[src/rtl/fun.sv]
// Sequential a * floor(cbrt(b)): three 6-cycle digit-by-digit cube-root iterations,
// then a 3-cycle product on the same shift-add multiplier.
module fun (
  input  logic        clk,
  input  logic        rst,
  input  logic [7:0]  a_i,
  input  logic [7:0]  b_i,
  input  logic        start,
  output logic [10:0] result,
  output logic        busy
);

  typedef enum logic [2:0] {
    IDLE    = 3'd0,
    Y_SHIFT = 3'd1,
    R_MUL   = 3'd2,
    CALC_B  = 3'd3,
    CMP     = 3'd4,
    A_MUL   = 3'd5
  } state_t;

  state_t state, state_next;

  logic [7:0]  a_r;
  logic [7:0]  x;
  logic [2:0]  y;
  logic [2:0]  s;
  logic [9:0]  t;
  logic [10:0] mcand;
  logic [2:0]  mplier;
  logic [10:0] prod;
  logic [1:0]  cnt;

  logic        take;
  logic [2:0]  y_dbl;
  logic [2:0]  y_cmp;
  logic [10:0] prod_add;
  logic [15:0] t_wide;

  always_comb begin
    take     = {2'b00, x} >= t;
    y_dbl    = {y[1:0], 1'b0};
    y_cmp    = take ? y + 3'd1 : y;
    prod_add = mplier[0] ? prod + mcand : prod;
    t_wide   = (({5'd0, prod} * 16'd3) + 16'd1) << s;
  end

  always_ff @(posedge clk or posedge rst) begin
    if (rst) state <= IDLE;
    else     state <= state_next;
  end

  always_comb begin
    state_next = state;
    case (state)
      IDLE:    if (start) state_next = Y_SHIFT;
      Y_SHIFT: state_next = R_MUL;
      R_MUL:   if (cnt == 2'd2) state_next = CALC_B;
      CALC_B:  state_next = CMP;
      CMP:     state_next = (s == 3'd0) ? A_MUL : Y_SHIFT;
      A_MUL:   if (cnt == 2'd2) state_next = IDLE;
      default: state_next = IDLE;
    endcase
  end

  always_ff @(posedge clk or posedge rst) begin
    if (rst) begin
      a_r    <= '0;
      x      <= '0;
      y      <= '0;
      s      <= '0;
      t      <= '0;
      mcand  <= '0;
      mplier <= '0;
      prod   <= '0;
      cnt    <= '0;
      result <= '0;
      busy   <= 1'b0;
    end else begin
      case (state)
        IDLE: begin
          if (start) begin
            a_r  <= a_i;
            x    <= b_i;
            y    <= '0;
            s    <= 3'd6;
            busy <= 1'b1;
          end
        end
        Y_SHIFT: begin
          // Multiplier is preloaded with the doubled root so R_MUL forms y*(y+1).
          y      <= y_dbl;
          mcand  <= {8'd0, y_dbl};
          mplier <= y_dbl + 3'd1;
          prod   <= '0;
          cnt    <= '0;
        end
        R_MUL: begin
          prod   <= prod_add;
          mcand  <= mcand << 1;
          mplier <= mplier >> 1;
          cnt    <= cnt + 2'd1;
        end
        CALC_B: t <= t_wide[9:0];
        CMP: begin
          if (take) x <= x - t[7:0];
          y      <= y_cmp;
          if (s != 3'd0) s <= s - 3'd3;
          mcand  <= {3'd0, a_r};
          mplier <= y_cmp;
          prod   <= '0;
          cnt    <= '0;
        end
        A_MUL: begin
          prod   <= prod_add;
          mcand  <= mcand << 1;
          mplier <= mplier >> 1;
          cnt    <= cnt + 2'd1;
          if (cnt == 2'd2) begin
            result <= prod_add;
            busy   <= 1'b0;
          end
        end
        default: ;
      endcase
    end
  end

endmodule

[config.mk]
export PLATFORM = sky130hd
export DESIGN_NAME = fun
export DESIGN_NICKNAME = d
export VERILOG_FILES = /design/src/rtl/fun.sv
export SDC_FILE = /design/constraint.sdc
export NUM_CORES = 1
export LEC_CHECK = 0
export CORE_MARGIN = 3
export CORE_UTILIZATION = 60
export CTS_CLUSTER_DIAMETER = 50
export DETAILED_ROUTE_END_ITERATION = 8
export GPL_TIMING_DRIVEN = 0
export PLACE_DENSITY_LB_ADDON = 0.3
export SETUP_SLACK_MARGIN = 0.3
export SLEW_MARGIN = 10
export SYNTH_ARGS = -nofsm -noshare
export SYNTH_HDL_FRONTEND = slang
export SYNTH_SLANG_ARGS = --single-unit
[constraint.sdc]
create_clock -name clk -period 4.1 [get_ports clk]
set_clock_uncertainty 0.1 [all_clocks]
set_input_delay 0.82 -clock clk [delete_from_list [all_inputs] [get_ports clk]]
set_output_delay 0.82 -clock clk [all_outputs]
set_load 0.02 [all_outputs]
==> results.cfg <==
[timing]
postLayoutSetupSlackWorst_ns = 1.15
relSlewSlack_pct = 35.8
final_hold_violation_count = 0
worst_hold_slack_ns = 0.379
setup_violations = 0
timing.fmax_ghz = 0.339
grt_setup_unrepaired = false
setup_total_negative_slack_ns = 0
final.period_utilization_pct = 72.0
slew_viol_final = 0
worstMarginPinSlew_ns = 0.959
min_period_ns = 2.95

[cts]
latest_clock_arrival_within_the_worst_skew_pair_ns = 0.36
clock_tree.htree_level_count = 3
cts_hold_buffers = 0
cts_resized = 0
cts.reportedPaths.clkPinSlew_ns = 0.08
cts_buffers = 9
cts_tree = done
clockBufferDepth = 2
postCtsSetupRepairBufs = 0
root_buffer = sky130_fd_sc_hd__clkbuf_8
cts_sinks = 74

[floorplanning]
fp.dieArea_um2 = 9590
fp.dieW_um = 97.9
num_rows = 32
starting_density_pct = 63.6
fp.coreArea_um2 = 7970
die_h_um = 97.9
pin_count = 31

[worst_setup_path]
critical_path.n_buffers_inverters = 0
worstReg2RegStart = t[0]$_DFFE_PP0P_
worst_reg_to_reg_setup_slack_ns = 1.15
reg2regPathDepth = 8
worstSetupPathType = flop to flop
critical_path_arrival_ns = 3.10
crit_path_cell_trace = ha_1 -> fa_1 -> nand2b_1 -> a21oi_1 -> o31a_1 -> o21ai_1 -> o21ai_2 -> mux2_2
critical_path.max_fanout = 10
cell_at_the_slowest_stage_of_the_critical_path = sky130_fd_sc_hd__o21ai_2
worstSetupStartpointType = flop
worst_ep_required_time_ns = 4.24
critPathTopFamily = compound AO/OA/AOI/OAI gates
cp_slowest_stage_delay_ns = 0.47
endpoint_kind = flop
rr_endpoint = x[6]$_DFFE_PP0P_

[yosys]
postSynth.asyncResetShare_pct = 100
netlist_area_um2 = 5070
synthCells = 592
synth.lib_cells_used.distinct = 58
syn_area_per_cell_um2 = 8.56
synth.top_cell.area_share_pct = 36.5
synth_nets = 645
synth_warnings = 0
synth.cells.most_frequent = sky130_fd_sc_hd__nand2_1, sky130_fd_sc_hd__dfrtp_1, sky130_fd_sc_hd__o21ai_0
post_synth_main_area_contributors = sky130_fd_sc_hd__dfrtp_1, sky130_fd_sc_hd__ha_1, sky130_fd_sc_hd__nand2_1
synth_seq_area_share_pct = 36.5
synth-edff-count = 0
ys_dominant_reg_cell = sky130_fd_sc_hd__dfrtp_1
post_synthesis_cell_type_with_the_largest_combined_area = sky130_fd_sc_hd__dfrtp_1
postSynthRegisterBits = 74
yosys.cell_count.top_type = sky130_fd_sc_hd__nand2_1

[place]
routabilityCongestion = 0.885
placed_cells_incl_taps = 725
postPlaceCellArea_um2 = 5530
buffer_ports.inserted = 30
pre_cts_ws_ns = 1.20
post-dp-hpwl_um = 9100

[pwr]
finalPower_mw = 2.35
pwr_density_nw_per_um2 = 408
power.ir.vdd_worst_v = 0.000259
p_leak_nw = 2.58

[route]
num_vias = 4684
detail_route.iter0.violations = 329
route.antenna.remaining_nets = 0
wire_per_inst_um = 16.8
avgViaCountPerCell = 6.33
drc = 0
drt-pass1-iter-count = 6
drt-total-wl_um = 12400

[finish]
num_antenna_cells = 0
share_of_cells_above_drive_strength_1_pct = 4.39
final_net_count = 687
layout-area-overhead-vs-synth_pct = 13.6
fin_util_pct = 72.3
fillCellCount = 602
finish.cell_count_without_fillers = 740
seq_cell_area_um2 = 1850
multi_input_comb_area_um2 = 3000
final_cell_area_um2 = 5760

[run_status]
status = completed

[global_route]
grt_start_max_net_pins = 56
antenna_found_initial = 0
grt_usage_pct = 26.6
gr-total-overflow = 0
grt_pass1_vias = 4555
grt_pass1_wl_um = 21000

[worst_hold_path]
worstHoldStart = a_r[5]$_DFFE_PP0P_
hold_path.class = flop to flop
min_delay_path_depth = 2
min_delay_worst_endpoint = a_r[5]$_DFFE_PP0P_

[job]
drv_cap = 0
-- where the power goes --
part | total [mW] | internal (mW) | switching [mW] | leakage, nW
combinational | 0.779 | 0.315 | 0.464 | 1.51
clock | 0.675 | 0.401 | 0.274 | 0.116
sequential | 0.895 | 0.822 | 0.0731 | 0.955
-- layout make-up --
cell class / count / area share, %
plain buffers: 26 / 1.74
clock buffers: 10 / 2.22
clock inverters: 5 / 1.80
inverters: 31 / 2.06
multi-input cells: 461 / 52.1
flip-flops and latches: 74 / 32.2
well taps: 102 / 2.22
repair buffers: 31 / 5.69
-- cells by family after synthesis --
| kind of cell | count (synthesis) | synth area share, % |
|---|---|---|
| and+or+nand+nor | 192 | 17.1 |
| adders and majority gates | 34 | 8.84 |
| DFF | 74 | 36.5 |
| AOI/OAI and AO/OA | 191 | 24.6 |
| buffers and inverters | 57 | 4.27 |
| muxes | 25 | 5.46 |
| xor gates and xnor gates | 19 | 3.28 |
-- worst min-delay path: stages, from the launching register on --
cell and delay (ns):
sky130_fd_sc_hd__dfrtp_1 0.35, sky130_fd_sc_hd__nand2_1 0.05, sky130_fd_sc_hd__nand2_1 0.05
-- cell usage in the layout, fill, tap and decap left out, types with 3 or more instances in the layout --
master / count
sky130_fd_sc_hd__a211o_1: 3
sky130_fd_sc_hd__a211oi_1: 8
sky130_fd_sc_hd__a21o_1: 5
sky130_fd_sc_hd__a21oi_1: 46
sky130_fd_sc_hd__a22o_1: 9
sky130_fd_sc_hd__a22oi_1: 13
sky130_fd_sc_hd__a31oi_1: 5
sky130_fd_sc_hd__and3_1: 3
sky130_fd_sc_hd__bufinv_16: 3
sky130_fd_sc_hd__clkbuf_1: 23
sky130_fd_sc_hd__clkbuf_8: 9
sky130_fd_sc_hd__clkdlybuf4s50_1: 30
sky130_fd_sc_hd__dfrtp_1: 74
sky130_fd_sc_hd__fa_1: 3
sky130_fd_sc_hd__ha_1: 31
sky130_fd_sc_hd__inv_1: 28
sky130_fd_sc_hd__mux2i_1: 22
sky130_fd_sc_hd__nand2_1: 82
sky130_fd_sc_hd__nand2b_1: 7
sky130_fd_sc_hd__nand3_1: 17
sky130_fd_sc_hd__nand3b_1: 3
sky130_fd_sc_hd__nand4_1: 3
sky130_fd_sc_hd__nor2_1: 47
sky130_fd_sc_hd__nor2b_1: 6
sky130_fd_sc_hd__nor3_1: 10
sky130_fd_sc_hd__nor3b_1: 4
sky130_fd_sc_hd__o211ai_1: 6
sky130_fd_sc_hd__o21a_1: 8
sky130_fd_sc_hd__o21ai_0: 49
sky130_fd_sc_hd__o221ai_1: 8
sky130_fd_sc_hd__o22ai_1: 7
sky130_fd_sc_hd__o31a_1: 3
sky130_fd_sc_hd__o31ai_1: 4
sky130_fd_sc_hd__or3_1: 5
sky130_fd_sc_hd__xnor2_1: 12
sky130_fd_sc_hd__xor2_1: 7
-- worst max path at each step --
stage | startpoint | end | slack (ns) | depth (start not counted)
floorplan | rst | a_r[0]$_DFFE_PP0P_ | 1.30 | 1
global placement | rst | a_r[4]$_DFFE_PP0P_ | 0.1 | 2
detailed placement | t[0]$_DFFE_PP0P_ | x[6]$_DFFE_PP0P_ | 1.20 | 8
CTS | t[0]$_DFFE_PP0P_ | x[6]$_DFFE_PP0P_ | 1.16 | 8
global route | prod[1]$_DFFE_PP0P_ | t[7]$_DFFE_PP0P_ | 0.92 | 9
finish | t[0]$_DFFE_PP0P_ | x[6]$_DFFE_PP0P_ | 1.15 | 8
-- routing by layer --
metal | global-route usage, % | part of all wire [%] | up-vias | routed length [um]
met5 | 0 | 0 | - | 0
met4 | 9.90 | 2.6 | 0 | 319
met3 | 5.71 | 6.8 | 38 | 843
met2 | 44.0 | 48 | 187 | 5940
met1 | 34.4 | 43 | 2226 | 5320
li1 | - | - | 2233 | -
-- registers in the layout, summed over array words and instances, names as in the netlist --
signal  cells
t          10
state       3
mcand      11
prod       11
busy        1
x           8
s           3
a_r         8
mplier      3
result     11
y           3
cnt         2
Note: power is estimated with default switching activity, not from simulation.
==> patch: new RTL, same settings <==
Add an input register stage for `a_i`, `b_i` and `start`, without a reset; this delays them by one clock.
--- a/src/rtl/fun.sv
+++ b/src/rtl/fun.sv
@@ -18,6 +18,16 @@
     CMP     = 3'd4,
     A_MUL   = 3'd5
   } state_t;
+
+  logic [7:0] a_q;
+  logic [7:0] b_q;
+  logic start_q;
+
+  always_ff @(posedge clk) begin
+    a_q     <= a_i;
+    b_q     <= b_i;
+    start_q <= start;
+  end
 
   state_t state, state_next;
 
@@ -53,7 +63,7 @@
   always_comb begin
     state_next = state;
     case (state)
-      IDLE:    if (start) state_next = Y_SHIFT;
+      IDLE:    if (start_q) state_next = Y_SHIFT;
       Y_SHIFT: state_next = R_MUL;
       R_MUL:   if (cnt == 2'd2) state_next = CALC_B;
       CALC_B:  state_next = CMP;
@@ -79,9 +89,9 @@
     end else begin
       case (state)
         IDLE: begin
-          if (start) begin
-            a_r  <= a_i;
-            x    <= b_i;
+          if (start_q) begin
+            a_r  <= a_q;
+            x    <= b_q;
             y    <= '0;
             s    <= 3'd6;
             busy <= 1'b1;
Formal check against the unedited RTL: not equivalent (Yosys sat finds a counterexample within 4 cycles, from zero or initial values and one cycle with rst high).
==> patch against the unedited design <==
Sequential cell count grew 17. Wire length grew 6.7%. Global-route usage grew 0.53 points. First-iteration DRC count shrank 19%. Fmax grew 4.3%. Synthesized cell count grew 1.9%. Via count grew 1.0%. Worst setup slack gained 120 ps. Cell area grew 6.4%. Synthesized area grew 8.0%.
Power is not compared: it rests on default switching activity, and its combinational part moved more than twofold at a synthesized area within 25%.
==> patch: results (changes against the unedited design) <==
Wirelength per Cell 17.5 um (was 16.8 um); biggest fanout along the worst timing path 11 (was 10); fill cell count 725 (was 602); fraction of the mapped netlist area in adder cells 8.18% (was 8.84%); DRC marker count from the first detailed-route iteration 266 (was 329); proportion of synthesized area in mux cells 3.75% (was 5.46%); syn_nets 656 (was 645); HPWL after detailed placement 9970 um (was 9100 um); number of detailed-routing iterations run before antenna repair 5 (was 6); mean cell area of the mapped netlist 9.08 um^2 (was 8.56 um^2); vias in the first global route 4591 (was 4555); part of the Yosys area used for sequential elements 40.0% (was 36.5%); global-route wire length before repair 22400 um (was 21000 um); share of layout cells above drive strength 1 7.23% (was 4.39%); most frequent cells after synthesis sky130_fd_sc_hd__nand2_1, sky130_fd_sc_hd__dfrtp_1, sky130_fd_sc_hd__a21oi_1, sky130_fd_sc_hd__o21ai_0, sky130_fd_sc_hd__nor2_1 (was sky130_fd_sc_hd__nand2_1, sky130_fd_sc_hd__dfrtp_1, sky130_fd_sc_hd__o21ai_0); async set-reset flop share out of synthesis 81.3% (was 100%); GRT Util Overall 27.2% (was 26.6%); multi-input logic area 3040 um^2 (was 3000 um^2); weighted congestion reported at the end of routability-driven placement 0.920 (was 0.885); Net count, final 698 (was 687); placed cell area 5930 um^2 (was 5530 um^2); register clock-pin slew on the reported worst setup and hold paths 110 ps (was 80 ps); Slew HR 59.8% (was 35.8%); number of placed instances with taps included 742 (was 725); pre-CTS worst setup slack 1320 ps (was 1200 ps); result of the run complete, no violations (unchanged); count of different cell masters after synthesis 75 (was 58); xor and xnor area share after synthesis 3.84% (was 3.28%); via/cell ratio 6.24 (was 6.33); endpoint arrival time on the critical path 2990 ps (was 3100 ps); main area contributors after synthesis sky130_fd_sc_hd__dfrtp_1, sky130_fd_sc_hd__ha_1, sky130_fd_sc_hd__dfxtp_1 (was sky130_fd_sc_hd__dfrtp_1, sky130_fd_sc_hd__ha_1, sky130_fd_sc_hd__nand2_1)
==> patch: area by class of cell <==
cell class                 count  share of cell area, %
tap                          108                   2.20
clock inverter                 7                   1.14
buffer                        32                   2.23
inverter                      28                   1.76
clock buffer                   9                   2.02
multi-input combinational    452                   49.7
timing repair buffer          31                   5.23
sequential                    91                   35.8
==> patch: final timing paths <==
kind	start	to	slack (ps)	depth (start not counted)
min in group asynchronous	rst	result[2]$_DFFE_PP0P_	710	2
worst max register to register	prod[0]$_DFFE_PP0P_	prod[10]$_DFFE_PP0P_	1270	9
worst max-delay path	prod[0]$_DFFE_PP0P_	prod[10]$_DFFE_PP0P_	1270	9
max in group asynchronous	rst	mcand[5]$_DFFE_PP0P_	2630	3
worst min register to register	a_q[3]$_DFF_P_	a_r[3]$_DFFE_PP0P_	310	2
worst min-delay path	a_q[3]$_DFF_P_	a_r[3]$_DFFE_PP0P_	310	2
==> patch: worst max-delay path, stage by stage, from the launching register on <==
cell and delay, ps:
sky130_fd_sc_hd__dfrtp_1 600, sky130_fd_sc_hd__ha_1 280, sky130_fd_sc_hd__inv_1 70, sky130_fd_sc_hd__fa_1 400
sky130_fd_sc_hd__nand2b_1 180, sky130_fd_sc_hd__a211oi_1 310, sky130_fd_sc_hd__o31ai_1 150, sky130_fd_sc_hd__mux2i_1 290
sky130_fd_sc_hd__o21ai_0 130, sky130_fd_sc_hd__a22o_1 220
==> patch: routing by layer <==
| metal | GRT usage [%] | part of all wire [%] |
|---|---|---|
| met5 | 0 | 0 |
| met1 | 37.8 | 43 |
| met3 | 3.99 | 5.6 |
| met4 | 8.18 | 2.3 |
| met2 | 44.1 | 49 |
==> patch: kinds of logic after synthesis <==
kind of cell / Yosys count
simple gates: 197
flops: 91
mux: 18
compound gates: 179
xor+xnor: 24
fa+ha+maj: 34
buf+inv: 60
